`src/rtl/img_pkg.sv`:
```
// Shared definitions for the image-pyramid scaler path: eot bit positions,
// fixed-point unity, FSM state type and accumulator sizing.
package img_pkg;

    localparam int unsigned EOT_ROW            = 0;
    localparam int unsigned EOT_FRAME          = 1;
    localparam int unsigned SCALE_FRAC_DEFAULT = 8;
    localparam int unsigned SCALE_ONE          = 1 << SCALE_FRAC_DEFAULT;

    typedef enum logic {
        IDLE,
        ACTIVE
    } scaler_state_e;

    function automatic int unsigned acc_width(input int unsigned w,
                                              input int unsigned h,
                                              input int unsigned frac);
        int unsigned m;
        m = (w > h) ? w : h;
        return $clog2(m) + frac + 2;
    endfunction

endpackage

```
`src/rtl/dreg.sv`:
```
// Single valid/ready register slice; payload is held while stalled.
module dreg #(
    parameter int unsigned W = 8
) (
    input  logic         clk,
    input  logic         rst,
    input  logic         in_valid,
    output logic         in_ready,
    input  logic [W-1:0] in_data,
    output logic         out_valid,
    input  logic         out_ready,
    output logic [W-1:0] out_data
);

    assign in_ready = !out_valid || out_ready;

    always_ff @(posedge clk or negedge rst) begin
        if (!rst) begin
            out_valid <= 1'b0;
            out_data  <= '0;
        end else if (in_ready) begin
            out_valid <= in_valid;
            if (in_valid) begin
                out_data <= in_data;
            end
        end
    end

endmodule

```
`src/rtl/img_scaler_nn.sv`:
```
// Nearest-neighbour downscaler: keeps pixels where the column/row counters
// meet the fixed-point accumulators and re-emits them with regenerated eot.
module img_scaler_nn
    import img_pkg::*;
#(
    parameter int unsigned W_DATA     = 8,
    parameter int unsigned IMG_WIDTH  = 320,
    parameter int unsigned IMG_HEIGHT = 240,
    parameter int unsigned SCALE_FRAC = SCALE_FRAC_DEFAULT,
    parameter int unsigned W_SCALE    = 16
) (
    input  logic               clk,
    input  logic               rst,
    input  logic [W_SCALE-1:0] scale,
    input  logic               din_valid,
    output logic               din_ready,
    input  logic [W_DATA-1:0]  din_data,
    input  logic [1:0]         din_eot,
    output logic               dout_valid,
    input  logic               dout_ready,
    output logic [W_DATA-1:0]  dout_data,
    output logic [1:0]         dout_eot,
    output logic               eot_err
);

    localparam int unsigned ACC_W = acc_width(IMG_WIDTH, IMG_HEIGHT, SCALE_FRAC);
    localparam int unsigned SUM_W = ((ACC_W > W_SCALE) ? ACC_W : W_SCALE) + 1;
    localparam int unsigned COL_W = $clog2(IMG_WIDTH + 1);
    localparam int unsigned ROW_W = $clog2(IMG_HEIGHT + 1);
    localparam logic [W_SCALE-1:0] ONE   = W_SCALE'(1) << SCALE_FRAC;
    localparam logic [ACC_W-1:0]   X_SAT = ACC_W'(IMG_WIDTH) << SCALE_FRAC;
    localparam logic [ACC_W-1:0]   Y_SAT = ACC_W'(IMG_HEIGHT) << SCALE_FRAC;

    scaler_state_e      state_q, state_d;
    logic [W_SCALE-1:0] scale_q, scale_eff, scale_cur;
    logic [COL_W-1:0]   col_q;
    logic [ROW_W-1:0]   row_q;
    logic [ACC_W-1:0]   x_acc_q, y_acc_q, x_acc_nxt, y_acc_nxt;
    logic [SUM_W-1:0]   x_sum, y_sum;
    logic               accept, keep_col, keep_row, kept;
    logic               col_end, row_end, row_done, frame_done;
    logic               last_col, last_row;
    logic [1:0]         exp_eot, kept_eot;

    assign accept = din_valid && din_ready;

    always_comb begin
        scale_eff = (scale < ONE) ? ONE : scale;
        // IDLE uses the live (clamped) scale so the first pixel needs no bubble.
        scale_cur = (state_q == IDLE) ? scale_eff : scale_q;
        x_sum     = SUM_W'(x_acc_q) + SUM_W'(scale_cur);
        y_sum     = SUM_W'(y_acc_q) + SUM_W'(scale_cur);
        keep_col  = SUM_W'(col_q) == SUM_W'(x_acc_q >> SCALE_FRAC);
        keep_row  = SUM_W'(row_q) == SUM_W'(y_acc_q >> SCALE_FRAC);
        kept      = keep_col && keep_row;
        last_col  = (x_sum >> SCALE_FRAC) >= SUM_W'(IMG_WIDTH);
        last_row  = (y_sum >> SCALE_FRAC) >= SUM_W'(IMG_HEIGHT);
        col_end   = col_q == COL_W'(IMG_WIDTH - 1);
        row_end   = row_q == ROW_W'(IMG_HEIGHT - 1);

        exp_eot            = '0;
        exp_eot[EOT_ROW]   = col_end;
        exp_eot[EOT_FRAME] = col_end && row_end;

        // Input eot flags override the counters so a misaligned stream resyncs.
        row_done   = col_end || din_eot[EOT_ROW] || din_eot[EOT_FRAME];
        frame_done = (col_end && row_end) || din_eot[EOT_FRAME];

        kept_eot            = '0;
        kept_eot[EOT_ROW]   = last_col || row_done;
        kept_eot[EOT_FRAME] = (last_col && last_row) || frame_done;

        // Saturating at the frame edge is equivalent to unbounded growth and avoids wrap.
        x_acc_nxt = (x_sum >= SUM_W'(X_SAT)) ? X_SAT : x_sum[ACC_W-1:0];
        y_acc_nxt = (y_sum >= SUM_W'(Y_SAT)) ? Y_SAT : y_sum[ACC_W-1:0];
    end

    always_comb begin
        state_d = state_q;
        case (state_q)
            IDLE:    if (accept && !frame_done) state_d = ACTIVE;
            ACTIVE:  if (accept && frame_done)  state_d = IDLE;
            default: state_d = IDLE;
        endcase
    end

    always_ff @(posedge clk or negedge rst) begin
        if (!rst) begin
            state_q <= IDLE;
            scale_q <= ONE;
            col_q   <= '0;
            row_q   <= '0;
            x_acc_q <= '0;
            y_acc_q <= '0;
            eot_err <= 1'b0;
        end else begin
            state_q <= state_d;
            eot_err <= accept && (din_eot != exp_eot);
            if (accept) begin
                if (state_q == IDLE) begin
                    scale_q <= scale_eff;
                end
                if (frame_done) begin
                    col_q   <= '0;
                    row_q   <= '0;
                    x_acc_q <= '0;
                    y_acc_q <= '0;
                end else if (row_done) begin
                    col_q   <= '0;
                    x_acc_q <= '0;
                    row_q   <= row_q + ROW_W'(1);
                    if (keep_row) begin
                        y_acc_q <= y_acc_nxt;
                    end
                end else begin
                    col_q <= col_q + COL_W'(1);
                    if (keep_col) begin
                        x_acc_q <= x_acc_nxt;
                    end
                end
            end
        end
    end

    dreg #(
        .W(W_DATA + 2)
    ) u_out (
        .clk      (clk),
        .rst      (rst),
        .in_valid (din_valid && kept),
        .in_ready (din_ready),
        .in_data  ({kept_eot, din_data}),
        .out_valid(dout_valid),
        .out_ready(dout_ready),
        .out_data ({dout_eot, dout_data})
    );

endmodule

```
`config.mk`:
```
export PLATFORM = sky130hd
export DESIGN_NAME = img_scaler_nn
export DESIGN_NICKNAME = d
export VERILOG_FILES = /design/src/rtl/img_pkg.sv /design/src/rtl/dreg.sv /design/src/rtl/img_scaler_nn.sv
export SDC_FILE = /design/constraint.sdc
export NUM_CORES = 1
export LEC_CHECK = 0
export BUFFER_PORTS_ARGS = -buffer_cell sky130_fd_sc_hd__buf_2
export CELL_PAD_IN_SITES_DETAIL_PLACEMENT = 2
export CELL_PAD_IN_SITES_GLOBAL_PLACEMENT = 2
export CORE_MARGIN = 5
export CORE_UTILIZATION = 42
export CTS_CLUSTER_DIAMETER = 30
export CTS_CLUSTER_SIZE = 16
export DETAILED_ROUTE_END_ITERATION = 10
export GPL_ROUTABILITY_DRIVEN = 0
export PLACE_DENSITY = 0.89
export SKIP_LAST_GASP = 1
export SLEW_MARGIN = 0
export SYNTH_ARGS = -nofsm -noshare
export SYNTH_HDL_FRONTEND = slang
export SYNTH_HIERARCHICAL = 1
export SYNTH_SLANG_ARGS = --single-unit
export TNS_END_PERCENT = 20
```
`constraint.sdc`:
```
create_clock -name clk -period 6.86 [get_ports clk]
set_input_delay 0.343 -clock clk [delete_from_list [all_inputs] [get_ports clk]]
set_output_delay 0.343 -clock clk [all_outputs]
set_load 0.01 [all_outputs]
```
==> results by group <==
Floorplan
  – Full die area: 15300 um2
  – Die Y: 124 um
  – Core Region: 12700 um2
  – Die width: 124 um
  – # rows: 41
  – Initial Util: 0.428
  – # IOs: 43

Synth
  – Cell variety after synth: 62
  – Syn nets: 630
  – Avg Inst Size Synth: 9.66 um2
  – Number of synthesized flops with an enable pin: 0
  – Leading area contributor after synthesis: dfrtp_1
  – Yosys top cell area share: 0.383
  – Yosys warning count: 6
  – Synth area leaders: dfrtp_1, ha_1, nand2_1
  – Post-synthesis sequential area ratio: 0.388
  – Primary FF master, synth: dfrtp_1
  – Cell area after synthesis: 5430 um2
  – Post-Syn Instances: 562
  – FFs w/ async S/R, synth: 1.00
  – Register bit total from synthesis: 84
  – Top cells by count, synth: dfrtp_1, nand2_1, nor2_1

Critical path
  – WP data arrival: 5.33 ns
  – Startpoint types: flop
  – Critical-path cell list: a21oi_1 > a22o_1 > ha_1 > fa_1 > a21oi_1 > o221ai_1 > a21oi_2 > o31ai_1 > or4_1 > a211o_1 > a311oi_2 > a22o_2
  – CP most frequent cell: a21oi_1
  – Buf+Inv Stages, Crit Path: 0
  – CP max stage delay: 0.90 ns
  – Critical Path End Type: flop
  – Cells on worst reg2reg path: 12
  – Cell family with most CP delay: compound AO/OA/AOI/OAI gates
  – Crit-path max FO: 17
  – Crit path depth: 12
  – Setup CP Type: reg2reg
  – Slowest CP cell: a311oi_2
  – CP required: 7.15 ns

Place
  – DP HPWL: 13.4 mm
  – Input/output buffers: 42
  – Post-Place Worst Slack: 2.03 ns
  – Inst Count DP: 765

Detailed routing
  – Routed WL per cell: 25.0 um
  – 1st-iter DRT viols: 254
  – DR DRC count: 0
  – Total Routed Length: 19.6 mm
  – Post-route ant nets: 0
  – Detailed Routing Iterations Pass 1: 4
  – Via count: 4635
  – Vias per cell: 5.93

Cells and area
  – Antenna Diode Count: 0
  – Share of cells above drive strength 1: 0.172
  – Finished Layout Cells: 782
  – Area growth syn-to-layout: 12.9%
  – Nets@finish: 673
  – Seq. cell area: 2100 um2
  – Multi-input gate area: 3210 um2
  – Fillers: 1349

Clocking
  – TritonCTS clock tree: done
  – Num CTS Buffers: 9
  – CTS max path bufs: 2
  – Reg clk slew, reported paths: 0.07 ns
  – Latest clock arrival within the worst-skew pair: 0.37 ns
  – CTS sink cnt: 84
  – CTS Root Cell: clkbuf_16
  – H-tree depth: 3
  – CTS resizes: 0

GRT
  – Initial antenna violation count: 0
  – Vias in the first global route: 5402
  – Largest net degree at the start of global routing: 61
  – Wire length of the first global-routing pass: 31.4 mm
  – Grt total ovfl: 0
  – Tot GR Track Use: 0.275

Power
  – Switching share of power: 0.428
  – Power per cell area: 387 nW/um2
  – Lkg Pwr: 0.00306 uW
  – Clock Power Share: 0.220
  – VDD IR max: 0.217 mV
  – Part of the power in registers: 0.306
  – Total internal power: 1350 uW
  – Logic gate share of total power: 0.474
  – Psw: 1020 uW

STA
  – Rel. slew slack: 0.271
  – Final Cycle Share: 0.734
  – RSZ-0062 raised after global routing: false
  – Setup Viol. Count Final: 0
  – Worst setup margin: 1.83 ns
  – Clock Skews: 0.0120 ns
  – Setup TNS: 0 ns
  – Fmax: 199 MHz
  – WHS: 0.218 ns
  – Final hold violation count: 0
  – Fin crit period: 5.03 ns
  – Slew @ Worst Pin: 1.09 ns
  – Fin. max-slew vios: 0

Worst hold path
  – HP Class: in2reg
  – Hold depth: 2

Flow run
  – MaxCap Viol Count: 0

Status
  – Status: finished clean
[placed cells by master (no fill, tap or decap), types with 3 or more instances in the layout]
master,Yosys,layout
xnor2_1,23,23
nand3_1,14,14
and2_1,13,13
xor2_1,31,31
o21a_1,4,4
a22o_1,28,28
inv_1,13,13
nor2_1,41,41
a22o_2,10,10
buf_2,0,41
a211oi_1,6,6
buf_4,1,4
nor2b_1,6,6
a31oi_1,5,5
and3_1,7,7
mux2_2,12,12
o211ai_1,3,3
nor3_1,7,7
nor4_1,8,8
o21bai_1,3,3
nand2_1,83,83
ha_1,36,36
a21o_1,5,5
or3_1,3,3
dfrtp_1,83,83
a21oi_1,23,23
o21ai_0,26,26
clkbuf_16,0,9
mux2_4,10,10
nand4_1,5,5
[final cells by class]
class / instances / share of cell area
Inverter: 13 / 0.00796
Clock buffer: 10 / 0.0390
Timing Repair Buffer: 46 / 0.0400
Sequential cell: 84 / 0.343
Tap cell: 172 / 0.0351
Multi-Input combinational cell: 451 / 0.524
Clock inverter: 6 / 0.0104
[power by group through the flow]
stage / logic [uW] / clock network [uW] / registers, uW
floorplan: 746 / 0 / 704
global placement: 966 / 0 / 712
finish: 1120 / 522 / 726
global route: 1210 / 550 / 736
CTS: 1120 / 525 / 723
detailed placement: 1060 / 0 / 724
[path summary, 6_finish.rpt]
check | slack [ns] | end | start
worst max-delay path | 1.83 | y_acc_q[2]$_DFFE_PN0P_ | flop
worst min-delay path | 0.22 | u_out/out_data[5]$_DFFE_PN0P_ | din_data[5]
worst max register to register | 1.83 | y_acc_q[2]$_DFFE_PN0P_ | flop
worst min register to register | 0.49 | scale_q[6]$_DFFE_PN0P_ | scale_q[6]$_DFFE_PN0P_
max in group asynchronous | 5.30 | x_acc_q[4]$_DFFE_PN0P_ | rst
min in group asynchronous | 0.42 | eot_err$_DFF_PN0_ | rst
[logic make-up (layout without fill, tap and decap cells)]
logic type,Yosys count,after routing,share of synthesized area
and+or+nand+nor,199,199,0.175
AOI/OAI and AO/OA,137,137,0.185
DFF,84,84,0.388
xor gates and xnor gates,54,54,0.0871
adders and majority gates,38,38,0.0904
buffers and inverters,27,75,0.0207
muxes,23,23,0.0544
[registers in the layout, summed over array words and instances (netlist names), named ones only]
register	count
x_acc_q	19
y_acc_q	19
scale_q	16
u_out/out_data	10
col_q	9
row_q	8
eot_err	1
u_out/out_valid	1
[stage by stage]
stage	power [uW]	cell area (um2)	util
floorplan	1450	5430	-
CTS	2370	6130	0.484
global placement	1680	5810	0.459
finish	2370	6130	0.484
global route	2490	6130	0.484
detailed placement	1790	5810	0.459
[repair_timing]
item                       4_1_cts  5_1_grt
setup endpoints to repair        0        0
hold buffers                     1        0
buffers inserted                 0        0
hold endpoints to repair        24        0
[routing by layer]
layer	GRT usage	vias to the layer above	wire, um
met5	0	-	0
met2	0.491	59	10300
li1	-	2114	-
met1	0.327	2418	8270
met3	0.0527	44	487
met4	0.103	0	561
Note: power is estimated with default switching activity, not from simulation.
